### src/rtl/msk_state_unloader.sv
// Masked state unloader: captures a full shared state in one cycle, then streams it out
// one masked word per accepted beat. Optional macro: MSK_UNLOAD_CLEAR_EN (zero refill/clear).
module msk_state_unloader #(
    parameter int d      = 2,
    parameter int WORD   = 32,
    parameter int NWORDS = 4
) (
    input  logic                       clk,
    input  logic                       rst,
    input  logic                       in_valid,
    output logic                       in_ready,
    input  logic [NWORDS*WORD*d-1:0]   in_data,
    output logic                       out_valid,
    input  logic                       out_ready,
    output logic [WORD*d-1:0]          out_data,
    output logic                       out_last
);

    localparam int SW = WORD * d;
    localparam int BW = NWORDS * SW;
    localparam int CW = (NWORDS > 1) ? $clog2(NWORDS) : 1;
    localparam logic [CW-1:0] LAST = CW'(NWORDS - 1);

    typedef enum logic {IDLE, BUSY} state_t;

    state_t          r_state;
    logic [CW-1:0]   r_cnt;
    logic [BW-1:0]   r_buf;
    logic [SW-1:0]   w_refill;
    logic            w_capture;
    logic            w_beat;

    assign w_capture = in_valid & in_ready;
    assign w_beat    = out_valid & out_ready;
    assign out_data  = r_buf[SW-1:0];

`ifdef MSK_UNLOAD_CLEAR_EN
    assign w_refill = '0;
`else
    assign w_refill = r_buf[SW-1:0];
`endif

    // NOTE: sequential state uses non-blocking assignments so every register samples pre-edge values.
    always_ff @(posedge clk) begin
        if (rst) begin
            r_state   <= IDLE;
            r_cnt     <= '0;
            in_ready  <= 1'b1;
            out_valid <= 1'b0;
            out_last  <= 1'b0;
        end else begin
            case (r_state)
                IDLE: begin
                    if (w_capture) begin
                        r_state   <= BUSY;
                        r_cnt     <= '0;
                        in_ready  <= 1'b0;
                        out_valid <= 1'b1;
                        out_last  <= 1'b0;
                    end
                end
                BUSY: begin
                    if (out_ready) begin
                        if (r_cnt == LAST) begin
                            r_state   <= IDLE;
                            r_cnt     <= '0;
                            in_ready  <= 1'b1;
                            out_valid <= 1'b0;
                            out_last  <= 1'b0;
                        end else begin
                            r_cnt    <= r_cnt + 1'b1;
                            out_last <= (r_cnt == LAST - 1'b1);
                        end
                    end
                end
                default: r_state <= IDLE;
            endcase
        end
    end

    // Scan chain: each bit is a plain mux+flop, so the d shares of a bit never meet a shared gate.
    // NOTE: the wide buffer carries no reset by default; control state alone defines validity.
    always_ff @(posedge clk) begin
        if (rst) begin
`ifdef MSK_UNLOAD_CLEAR_EN
            r_buf <= '0;
`endif
        end else if (w_capture) begin
            r_buf <= in_data;
        end else if (w_beat) begin
            r_buf <= {w_refill, r_buf[BW-1:SW]};
        end
    end

endmodule

### config.mk
export PLATFORM = sky130hd
export DESIGN_NAME = msk_state_unloader
export DESIGN_NICKNAME = d
export VERILOG_FILES = /design/src/rtl/msk_state_unloader.sv
export SDC_FILE = /design/constraint.sdc
export NUM_CORES = 1
export LEC_CHECK = 0
export ABC_AREA = 0
export CORE_MARGIN = 2
export CORE_UTILIZATION = 30
export DETAILED_ROUTE_END_ITERATION = 12
export PLACE_DENSITY = 0.67
export SLEW_MARGIN = 30
export SYNTH_ARGS = -nofsm -noshare
export SYNTH_HDL_FRONTEND = slang
export SYNTH_SLANG_ARGS = --single-unit
### constraint.sdc
create_clock -name clk -period 17.7 [get_ports clk]
set_input_delay 3.54 -clock clk [delete_from_list [all_inputs] [get_ports clk]]
set_output_delay 3.54 -clock clk [all_outputs]
set_load 0.05 [all_outputs]
# --- After elaboration in Yosys (flattened, before gate mapping) ---
# Index checks and enable logic that the tools add are counted.
op_classes:
  n_mul: 0
  reduce_logical: 4
  eq_ne: 5
  mux: 21
  n_div: 0
  magnitude_cmp: 0
  shift: 0
  bitwise: 4
  n_addsub: 1
ops:
  columns: ["op", "count"]
  rows:
  - ["2-to-1 mux 256 bit", 2]
  - ["2-to-1 mux 1 bit", 11]
  - ["one-hot mux 1 bit (2 select lines)", 4]
  - ["2-to-1 mux 2 bit", 3]
  - ["equality test 2 bit (second input constant)", 2]
  - ["!= test 2 bit (second input constant)", 2]
  - ["one-hot mux 2 bit (2 select lines)", 1]
  - ["AND reduction 2 bit", 2]
  - ["AND reduction 3 bit", 1]
  - ["adder 2 x 1 -> 2 bit (second input constant)", 1]
  - ["AND 1 bit", 2]
  - ["!= test 2 x 1 -> 1 bit (second input constant)", 1]
  - ["inverter 1 bit", 2]
  - ["nonzero test 2 bit", 1]
word_totals:
  rom_bits: 0
  mem_count: 0
  input_bits: 260
  output_inout_bits: 67
  ram_bits: 0
  latch_bits: 0
  register_bits: 262
  word_cells: 41

# --- Depth between registers and ports, before layout ---
# Gate-level depths: netlist of run 1.
logic_depth:
  ltp_word: 4
  mapped_depth: 5
  mapped_depth_nobuf: 4

# --- Least setup slack after synthesis of run 1 ---
# Ideal clock, no wire load.
synth_path:
  path_type: "input -> register"
  start: "input in_valid"
  end: "register r_buf[0], enable pin"
  path_slack_ns: 0.513
  path_buffers: 2
  setup_ns: 0.961
  required_ns: 16.739
  arrival_time_ns: 16.225
  path_stages: 4
  cell_sequence: "nand2_2 -> buf_6 -> buf_6 -> a21oi_1"
synth_via:
  elab_chain_len: 3
synth_lines:
  columns: ["item", "line_no", "source"]
  rows:
  - ["from (decl)", "10", "input logic in_valid,"]
  - ["AND 1 bit", "33", "assign w_capture = in_valid & in_ready;"]
  - ["nonzero test 2 bit (no line)", null, null]
  - ["AND reduction 2 bit (no line)", null, null]
  - ["to (signal assigned)", "89", "r_buf <= in_data;"]
  - ["to (signal assigned)", "91", "r_buf <= {w_refill, r_buf[BW-1:SW]};"]
  - ["to (decl)", "28", "logic [BW-1:0] r_buf;"]
# Every way passes these cells.
# A chain may end at the register's enable or synchronous reset.

# --- Final worst setup path of run 1 ---
layout_path:
  start: "input in_valid"
  end: "register r_buf[255], enable pin"
# Same word-level chain as after synthesis.

==> results.md, run 1 <==
- Final TNS setup: 0 ps
- PwrDens: 96.8 mW/mm2
- Htree depth: 1
- Synth warn: 0
- Status: complete, no violations
- Initial antenna violation count: 3
- Arrival @ worst endpoint: 6770 ps
- Via count: 6248
- Post-synth top flop: edfxtp_1
- Int Pwr: 0.00125 W
- GPL Wtd Cong: 0.737
- Switch Pwr: 0.000358 W
- CTS tree: built
- Total gr overflow: 0
- DRC: 0
- Post-CTS Hold Buffers: 0
- Max cap viols: 0
- Met2 usage: 0.172
- Vias in the first global route: 6609
- Layout cells sized above 1: 0.326
- Logic pwr share: 0.155
- Post-layout minimum cycle time: 6600 ps
- Commonest cells in the netlist: edfxtp_1 (256), mux2_4 (200), buf_4 (64), mux2_2 (54), buf_6 (24)
- Cell row count: 74
- Largest net degree at the start of global routing: 170
- CTS Buf Count: 30
- Final wirelength: 25.7 mm
- Largest family of logic cells by synthesized area: multiplexers
- RSZ-0062 raised after global routing: no
- Final net count: 1171
- Ant. Diodes: 0
- Grt met3 use: 0.0476
- Synth area leader: edfxtp_1
- GRT busiest layer: met2
- Sink Count: 262
- Top area cells in the synthesized netlist: edfxtp_1 (62%), mux2_4 (24%), mux2_2 (4.9%)
- Post-Synthesis Mean Instance Area: 19.4 um2
- Share of the synthesized area in the top cell type: 0.621
- Req. time, crit path: 17870 ps
- CP max-delay cell: buf_6
- Seq/Total Area, Yosys: 0.631
- Max Fclk: 0.152 GHz
- Worst-margin pin slew: 965 ps
- Post-Synthesis Cell Area: 0.0124 mm2
- Synth Area in XOR/XNOR: 0
- Crit. End Element: flip-flop
- Worst path bufs/invs: 4
- Worst-Skew Late Latency: 560 ps
- Clk pwr share: 0.379
- Global Route Usage Sum: 0.116
- Worst-path clk slew: 60 ps
- Die Ht: 207 um
- Kind of cell adding the most delay to the critical path: buffers and inverters
- Startpoint types: input pin
- Number of port buffers: 326
- WL per Instance: 17.6 um
- Clock Tree Buf Depth: 3
- Most common cell in the netlist: edfxtp_1
- Seq pwr share: 0.466
- First DRT Iteration DRCs: 282
- Synth Instances: 638
- Leakage: 6.25 nW
- Worst min-delay path class: flip-flop to flip-flop
- Adder-cell share of the synthesized area: 0.00202
- Max Slew Vio Count: 0
- Flops & latches, synth: 262
- First-pass GRT wire length: 38.8 mm
- Starting density of the core: 0.304
- Cell variety after synth: 25
- Die area: 0.0429 mm2
- Avg Vias per Cell: 4.27
- Fin crit share: 0.373
- Async set or reset register ratio after synthesis: 0
- Setup violators final: 0
- Antenna-violating nets left: 0
- Post-CTS sizing: 0
- Maximum VDD drop: 0.0777 mV
- I/O Pins: 327
- Max FO, Critical Path: 118
- Syn-to-layout area delta: 34.3%
- Worst clock skew: 12.5 ps
- Mux cell area share after synthesis: 0.294
- Core Box Area: 0.0407 mm2
- Setup Fix Bufs, Post-CTS: 0
- Critical Setup Path Class: input pin to flip-flop
- Post-route cell area: 0.0166 mm2
- Root buf cell: clkbuf_16
- Crit path largest cell delay: 690 ps
- DP Wirelength: 17.2 mm
- Met1 Usage GRT: 0.158
- Post-synth EDFFs: 256
- Crit path cell chain: clkdlybuf4s50_1 -> nand2_8 -> a21oi_4 -> buf_12 -> buf_16 -> buf_6
- Fin. Hold Viols: 0
- Placed Area: 0.0156 mm2
- Final core occ: 0.408
- Detailed-router iteration count before antenna repair: 4
- Switch share: 0.223
- Compound-Gate Fraction of Synth Area: 0.00475
- Max-slew headroom: 0.356
- Syn nets: 900
- Simple-gate area share of the yosys netlist: 0.00516
- DIE WIDTH: 207 um
[cells in the final DEF (no fill, tap or decap)]
cell type        Yosys  layout
o22ai_1              1       1
mux2_1               2       2
a311oi_1             1       1
clkdlybuf4s50_1      0     326
and3_1               1       1
clkinv_2             0       4
bufinv_16            0       2
nand3b_1             1       1
nor2b_1              1       1
nor2_1               2       2
ha_1                 2       2
edfxtp_1           256     256
o21ai_0              2       2
mux2_2              54      54
dfxtp_1              6       6
inv_1                3       3
clkinv_1             0       6
nand2_8              0       1
o22a_1               1       1
buf_6               24       3
clkbuf_1             1       7
nand3_1              1       1
a21oi_4              0       1
nand2b_1             2       2
a21oi_1              5       4
nor3_1               1       1
buf_16               0       1
clkbuf_8             0       5
buf_12               0       1
buf_4               64       1
nand2_1              2       2
mux2_4             200     200
clkbuf_16            0      31
[cells by family (layout without fill, tap and decap cells)]
logic type | Yosys count | after routing
mux | 256 | 256
buf+inv | 96 | 390
flops | 262 | 262
simple gates | 12 | 12
fa+ha+maj | 2 | 2
compound gates | 10 | 10
[layer usage]
layer	vias up	wire (um)
li1	2927	-
met5	-	27
met3	37	2410
met4	4	439
met1	3029	11700
met2	251	11200
[power groups by stage]
stage | Combinational [W] | Clock (W) | Sequential (W)
after global placement | 0.000247 | 0 | 0.000763
after global routing | 0.000264 | 0.000654 | 0.000754
final | 0.000249 | 0.000610 | 0.000750
after floorplan | 0.000170 | 0 | 0.000776
after CTS | 0.000252 | 0.000631 | 0.000751
after detailed placement | 0.000251 | 0 | 0.000763
[metrics by stage]
| stage | hold slack, ps | setup slack, ps | instances | power [W] |
|---|---|---|---|---|
| finish | 535 | 11100 | 1464 | 0.00161 |
| global route | 551 | 10900 | 1464 | 0.00167 |
| CTS | 520 | 11130 | 1463 | 0.00163 |
| detailed placement | 507 | 10540 | 1408 | 0.00101 |
| global placement | 479 | 10280 | 1408 | 0.00101 |
| floorplan | 468 | 513 | 638 | 0.000946 |
[final timing paths]
kind                              start                    end  slack, ps  depth (start not counted)
hold / removal    r_cnt[1]$_SDFFE_PP0P_  r_cnt[1]$_SDFFE_PP0P_        540                          2
setup / recovery               in_valid   r_buf[255]$_DFFE_PP_      11100                          6
setup reg to reg  in_ready$_SDFFE_PP1P_   r_buf[255]$_DFFE_PP_      14200                          5
hold reg to reg   r_cnt[1]$_SDFFE_PP0P_  r_cnt[1]$_SDFFE_PP0P_        540                          2
[state kept, by name, summed over array words and instances, names as in the netlist]
signal / flops
r_buf: 256
out_last: 1
out_valid: 1
r_state: 1
in_ready: 1
r_cnt: 2
[worst reg2reg max path, cell delays in order, from the launching register on]
cell and delay (ps):
dfxtp_1 470, nand2_8 490, a21oi_4 470, buf_12 320, buf_16 450, buf_6 870
[final cells by class]
| class | instances | area [um2] |
|---|---|---|
| multi-input combinational | 280 | 3810 |
| timing repair buffer | 332 | 3350 |
| clock inverter | 12 | 103 |
| clock buffer | 43 | 871 |
| sequential | 262 | 7810 |
| fill | 3726 | 24100 |
| inverter | 3 | 11.3 |
| tap | 532 | 666 |
Power figures use the tool's default switching activity.
==> inputs of run 2 (changes only) <==
PLACE_DENSITY = 0.65   (was 0.67)
clock period = 6.3 ns   (was 17.7 ns; I/O delays follow)
==> run 2 against run 1 <==
Worst hold slack lost 50 ps. Critical path depth decreased by 2. Sequential power rose to 2.8 times the previous value. Combinational power increased to 2.8 times the previous value. Routed wire length rose by 1.9%. Critical endpoint is now r_buf[68]$_DFFE_PP_. Setup slack lost 8500 ps. Final cell count up 0.48%. Largest power group unchanged. Register-to-register slack lost 11000 ps. Design area is 1.3% higher. Clock skew about the same. Count of clock-buffer cells in the layout is 3 lower. Highest routed layer unchanged. Die area did not move.
==> results.md, run 2 (synthesis gave the netlist of run 1 again) <==
- Status: complete, no violations
- First DRT Iteration DRCs: 292 (+3.5%)
- Req. time, crit path: 6450 ps (-11420 ps)
- Crit. End Element: flip-flop
- DIE WIDTH: 207 um (unchanged)
- Die area: 0.0429 mm2 (unchanged)
- Hold slack: 485 ps (-50.1 ps)
- Clock Tree Buf Depth: 3 (unchanged)
- Number of port buffers: 326 (unchanged)
- CTS tree: built
- Htree depth: 2 (+1)
- I/O Pins: 327 (unchanged)
- Reg with most FFs: r_buf
- Clk pwr share: 0.418 (+0.039)
- WL per Instance: 17.8 um (+1.4%)
- Critical Setup Path Class: input pin to flip-flop
- Logic pwr share: 0.145 (-0.010)
- Max-slew headroom: 0.357 (about the same)
- Worst clock skew: 12.8 ps (+0.248 ps)
- Worst-path clk slew: 60 ps (about the same)
- Crit path largest cell delay: 880 ps (+190 ps)
- DRC: 0 (unchanged)
- Layout cells sized above 1: 0.337 (+0.0103)
- Leakage: 6.36 nW (+1.7%)
- Worst-Skew Late Latency: 520 ps (-40 ps)
- Arrival @ worst endpoint: 3900 ps (-2870 ps)
- Setup violators final: 0 (unchanged)
- Ant. Diodes: 0 (unchanged)
- Max cap viols: 0 (unchanged)
- PwrDens: 287 mW/mm2 (+200%)
- DP Wirelength: 17.3 mm (+0.31%)
- RSZ-0062 raised after global routing: no
- Largest net degree at the start of global routing: 135 (-21%)
- Crit path cell chain: clkdlybuf4s50_1 -> nand2_8 -> a21oi_4 -> buf_12
- Most frequent cells in the layout: clkdlybuf4s50_1 (326), edfxtp_1 (256), mux2_4 (200)
- Number of flip-flops under the largest register name: 256 (unchanged)
- Die Ht: 207 um (unchanged)
- Commonest non-fill, non-tap cell in the layout: clkdlybuf4s50_1
- Seq pwr share: 0.437 (-0.029)
- Fin. Hold Viols: 0 (unchanged)
- Worst min-delay path class: flip-flop to flip-flop
- Fin crit share: 0.595
- Int Pwr: 0.00375 W (+200%)
- Post-layout minimum cycle time: 3750 ps
- Total gr overflow: 0 (unchanged)
- Max Fclk: 0.267 GHz
- Switch Pwr: 0.00107 W (+200%)
- Max FO, Critical Path: 110 (-6.8%)
- Final net count: 1176 (+0.43%)
- Setup Fix Bufs, Post-CTS: 0 (unchanged)
- Core Box Area: 0.0407 mm2 (unchanged)
- First-pass GRT wire length: 39.6 mm (+2.1%)
- CTS Buf Count: 34 (+13%)
- Sink Count: 262 (unchanged)
- CP max-delay cell: a21oi_4
- Final TNS setup: 0 ps (unchanged)
- Worst-margin pin slew: 965 ps (-0.174 ps)
- Global Route Usage Sum: 0.119 (+0.00387)
- GPL Wtd Cong: 0.721 (-2.1%)
- Via count: 6319 (+1.1%)
- Vias in the first global route: 6790 (+2.7%)
- Avg Vias per Cell: 4.30 (+0.66%)
- Final wirelength: 26.2 mm (+1.9%)
- Syn-to-layout area delta: 36.1%
- Post-CTS sizing: 0 (unchanged)
- Startpoint types: input pin
- Starting density of the core: 0.304 (unchanged)
- Largest regs: r_buf: 256 flops, r_cnt: 2 flops
- Cell row count: 74 (unchanged)
- Maximum VDD drop: 0.230 mV (+200%)
- Switch share: 0.222 (-0.000254)
- Initial antenna violation count: 4 (+1)
- Antenna-violating nets left: 0 (unchanged)
- Worst hold path depth: 2 (unchanged)
- Detailed-router iteration count before antenna repair: 4 (unchanged)
- Root buf cell: clkbuf_16
- Max Slew Vio Count: 0 (unchanged)
- FF-to-FF path depth: 3 (-2)
- Post-CTS Hold Buffers: 0 (unchanged)
## run 2: cell types whose count changed in the layout (fill, tap and decap cells not counted), sizes merged
cell	change
clkinvlp	+2
bufinv	+3
clkinv	+2
buf	+1
clkbuf	-3
inv	+2
## run 2: area by class of cell
type	instances	area [um2]
multi-input combinational	280	3810
fill	3696	23900
inverter	3	11.3
clock buffer	40	937
timing repair buffer	333	3370
clock inverter	21	236
tap	532	666
sequential	262	7810
## run 2: through the flow
step / cell area (um2) / worst slack, ps / cells / util / power (W)
after floorplan: 12400 / 28.1 / 638 / - / 0.00262
after global placement: 15600 / 2060 / 1409 / 0.384 / 0.00284
after detailed placement: 15600 / 2000 / 1409 / 0.384 / 0.00285
after CTS: 16800 / 2570 / 1470 / 0.413 / 0.00492
after global routing: 16800 / 2390 / 1471 / 0.413 / 0.00501
final: 16800 / 2550 / 1471 / 0.413 / 0.00483
## run 2: critical path: cells and delay by family
kind | cells | cell delay [ps]
AO/OA/AOI/OAI | 1 | 880
AND/OR/NAND/NOR | 1 | 410
buffers and inverters | 2 | 1110
## run 2: path summary, 6_finish.rpt
path | startpoint | endpoint | slack (ps)
worst max-delay path | in_valid | r_buf[68]$_DFFE_PP_ | 2550
worst min-delay path | out_last$_SDFFE_PP0P_ | out_last$_SDFFE_PP0P_ | 490
worst max register to register | in_ready$_SDFFE_PP1P_ | r_buf[68]$_DFFE_PP_ | 3390
worst min register to register | out_last$_SDFFE_PP0P_ | out_last$_SDFFE_PP0P_ | 490
## run 2: per-layer routing
metal / vias up / part of all wire / track usage
li1: 2945 / - / -
met1: 3074 / 0.45 / 0.155
met2: 245 / 0.44 / 0.176
met3: 49 / 0.087 / 0.0493
met4: 6 / 0.026 / 0.0483
met5: - / 0.0014 / 0
## run 2: power groups by stage
| stage | Combinational, W | Clock [W] | Sequential, W |
|---|---|---|---|
| finish | 0.000699 | 0.00202 | 0.00211 |
| global route | 0.000740 | 0.00216 | 0.00212 |
| CTS | 0.000711 | 0.00210 | 0.00211 |
| detailed placement | 0.000706 | 0 | 0.00214 |
| global placement | 0.000695 | 0 | 0.00214 |
| floorplan | 0.000479 | 0 | 0.00214 |
==> inputs of run 3 (changes only) <==
clock period = 3.9 ns   (was 6.3 ns; I/O delays follow)
==> run 3 against run 2 <==
Design area decreased by 0.32%. Total power up 53%. Sequential share of layout area increased by 0.16 points. Flip-flop and latch count stayed put. Non-clock buffer count is 10 higher. Worst hold slack improved by 12 ps. Sequential power up 62%. Register-to-register slack worse by 1500 ps. Clock power is 41% higher. Final cell count is 0.41% higher. Global-route usage hardly changed. Largest cell class unchanged.
==> results.md, run 3 (synthesis gave the netlist of run 1 again) <==
- Post-CTS Hold Buffers: 0 (unchanged)
- WP depth: 1 (-3)
- Area occupied by multi-input gates: 0.00381 mm2 (unchanged)
- Global Route Usage Sum: 0.120 (+0.000450)
- RR Startpoint: in_ready$_SDFFE_PP1P_
- Final worst slack: 1290 ps (-1260 ps)
- Clock Tree Buf Depth: 3 (unchanged)
- Reg with most FFs: r_buf
- Syn-to-layout area delta: 35.6%
- Root buf cell: clkbuf_16
- Die area: 0.0429 mm2 (unchanged)
- WL per Instance: 17.9 um (+0.48%)
- Arrival @ worst endpoint: 1830 ps (-2070 ps)
- Most frequent cells in the layout: clkdlybuf4s50_1 (326), edfxtp_1 (256), mux2_4 (200)
- Vias in the first global route: 6653 (-2.0%)
- Max cap viols: 0 (unchanged)
- Starting density of the core: 0.304 (unchanged)
- Worst clock skew: 13.7 ps (+0.963 ps)
- Req. time, crit path: 3120 ps (-3330 ps)
- Antenna-violating nets left: 0 (unchanged)
- Critical Setup Path Class: flip-flop to output pin
- Avg Vias per Cell: 4.31 (+0.37%)
- Worst setup path startpoint: r_buf[2]$_DFFE_PP_
- GPL Wtd Cong: 0.760 (+5.3%)
- Sequential cell area: 0.00781 mm2 (about the same)
- Reg2Reg Setup Slack: 1890 ps (-1500 ps)
- Crit path largest cell delay: 880 ps (about the same)
- Worst min-delay path class: flip-flop to flip-flop
- Max Fclk: 0.383 GHz
- Sink Count: 262 (unchanged)
- Power, Total: 0.00740 W (+53%)
- Worst-margin pin slew: 578 ps (-387 ps)
- Worst path bufs/invs: 1 (-1)
- CTS tree: built
- Largest regs: r_buf: 256 flops, r_cnt: 2 flops
- Total gr overflow: 0 (unchanged)
- Max Slew Vio Count: 0 (unchanged)
- DP Wirelength: 18.4 mm (+6.6%)
- Initial antenna violation count: 3 (-1)
- Status: complete, no violations
- DIE WIDTH: 207 um (unchanged)
- Critical R2R Capture: r_buf[22]$_DFFE_PP_
- Worst-path clk slew: 60 ps (about the same)
- Fin crit share: 0.670
- Fin. Hold Viols: 0 (unchanged)
- Setup Fix Bufs, Post-CTS: 0 (unchanged)
- Commonest non-fill, non-tap cell in the layout: clkdlybuf4s50_1
- Final net count: 1182 (+0.51%)
- Maximum VDD drop: 0.303 mV (+32%)
- First-pass GRT wire length: 40.5 mm (+2.3%)
- Max-slew headroom: 0.614 (+0.258)
- Crit. End Element: output pin
- Fill cells: 3728 (+0.87%)
- Setup violators final: 0 (unchanged)
- Core Box Area: 0.0407 mm2 (unchanged)
- First DRT Iteration DRCs: 315 (+7.9%)
- Final wirelength: 26.4 mm (+0.89%)
- Leakage: 6.34 nW (-0.25%)
- Max FO, Critical Path: 2 (-98%)
- Dpl ws: 841 ps (-1160 ps)
- Final TNS setup: 0 ps (unchanged)
- CTS Buf Count: 30 (-12%)
- Largest net degree at the start of global routing: 77 (-43%)
- Cell row count: 74 (unchanged)
- RSZ-0062 raised after global routing: no
- DRC: 0 (unchanged)
- Htree depth: 1 (-1)
- Post-layout minimum cycle time: 2610 ps
- Hold Crit Start: out_last$_SDFFE_PP0P_
- Number of port buffers: 326 (unchanged)
- Post-CTS sizing: 0 (unchanged)
- Die Ht: 207 um (unchanged)
- PwrDens: 441 mW/mm2 (+54%)
- End of the critical path: out_data[2]
- Worst-Skew Late Latency: 550 ps (+30 ps)
- Startpoint types: flip-flop
- Detailed-router iteration count before antenna repair: 5 (+1)
- I/O Pins: 327 (unchanged)
- Layout cells sized above 1: 0.339 (+0.00281)
- CP max-delay cell: clkdlybuf4s50_1
- FF-to-FF path depth: 4 (+1)
- Via count: 6368 (+0.78%)
- Kind of cell adding the most delay to the critical path: buffers and inverters
- Crit path cell chain: clkdlybuf4s50_1
- Number of flip-flops under the largest register name: 256 (unchanged)
run 3: changes by cell type in the layout (fill, tap and decap cells not counted), sizes merged:
cell      before  now
buf            7   17
inv            5    3
diode          0    2
clkbuf        40   32
clkinvlp       2    0
clkinv        12   19
bufinv         5    4
run 3: tightest hold or removal path, delay by kind of cell (launching register included):
kind | cells | cell delay (ps)
AOI/OAI and AO/OA | 2 | 130
DFF | 1 | 320
run 3: area by class of cell:
cell class,count,area share
diodes,2,0.000298
multi-input cells,280,0.227
inverters,3,0.000671
repair buffers,343,0.208
well taps,532,0.0397
clock buffers,32,0.0464
flip-flops and latches,262,0.465
clock inverters,23,0.0129
run 3: routing by layer:
| layer | vias up | global-route usage | routed length, um |
|---|---|---|---|
| li1 | 2954 | - | - |
| met1 | 3124 | 0.166 | 12200 |
| met2 | 252 | 0.176 | 11300 |
| met3 | 36 | 0.0450 | 2480 |
| met4 | 2 | 0.0320 | 439 |
| met5 | - | 0 | 13 |
run 3: how the worst min path moves through the flow:
stage | cells past startpoint | slack (ps) | endpoint
after floorplan | 2 | 470 | r_cnt[1]$_SDFFE_PP0P_
after detailed placement | 2 | 490 | out_last$_SDFFE_PP0P_
after global placement | 2 | 480 | out_last$_SDFFE_PP0P_
after CTS | 2 | 500 | out_last$_SDFFE_PP0P_
final | 2 | 500 | out_last$_SDFFE_PP0P_
after global routing | 2 | 530 | out_last$_SDFFE_PP0P_
run 3: where the power goes:
part / total, W / switching [W] / internal, W
Clock: 0.00284 / 0.00114 / 0.00170
Sequential: 0.00341 / 0.0000701 / 0.00334
Combinational: 0.00114 / 0.000461 / 0.000683
Total: 0.00740 / 0.00167 / 0.00572
run 3: through the flow:
step	hold WS (ps)	cell area, um2	instances	utilization
2_1_floorplan	468	12400	638	-
3_3_place_gp	475	15800	1420	0.387
3_5_place_dp	485	15800	1420	0.387
4_1_cts	503	16800	1475	0.412
5_1_grt	534	16800	1475	0.412
6_report	497	16800	1477	0.412
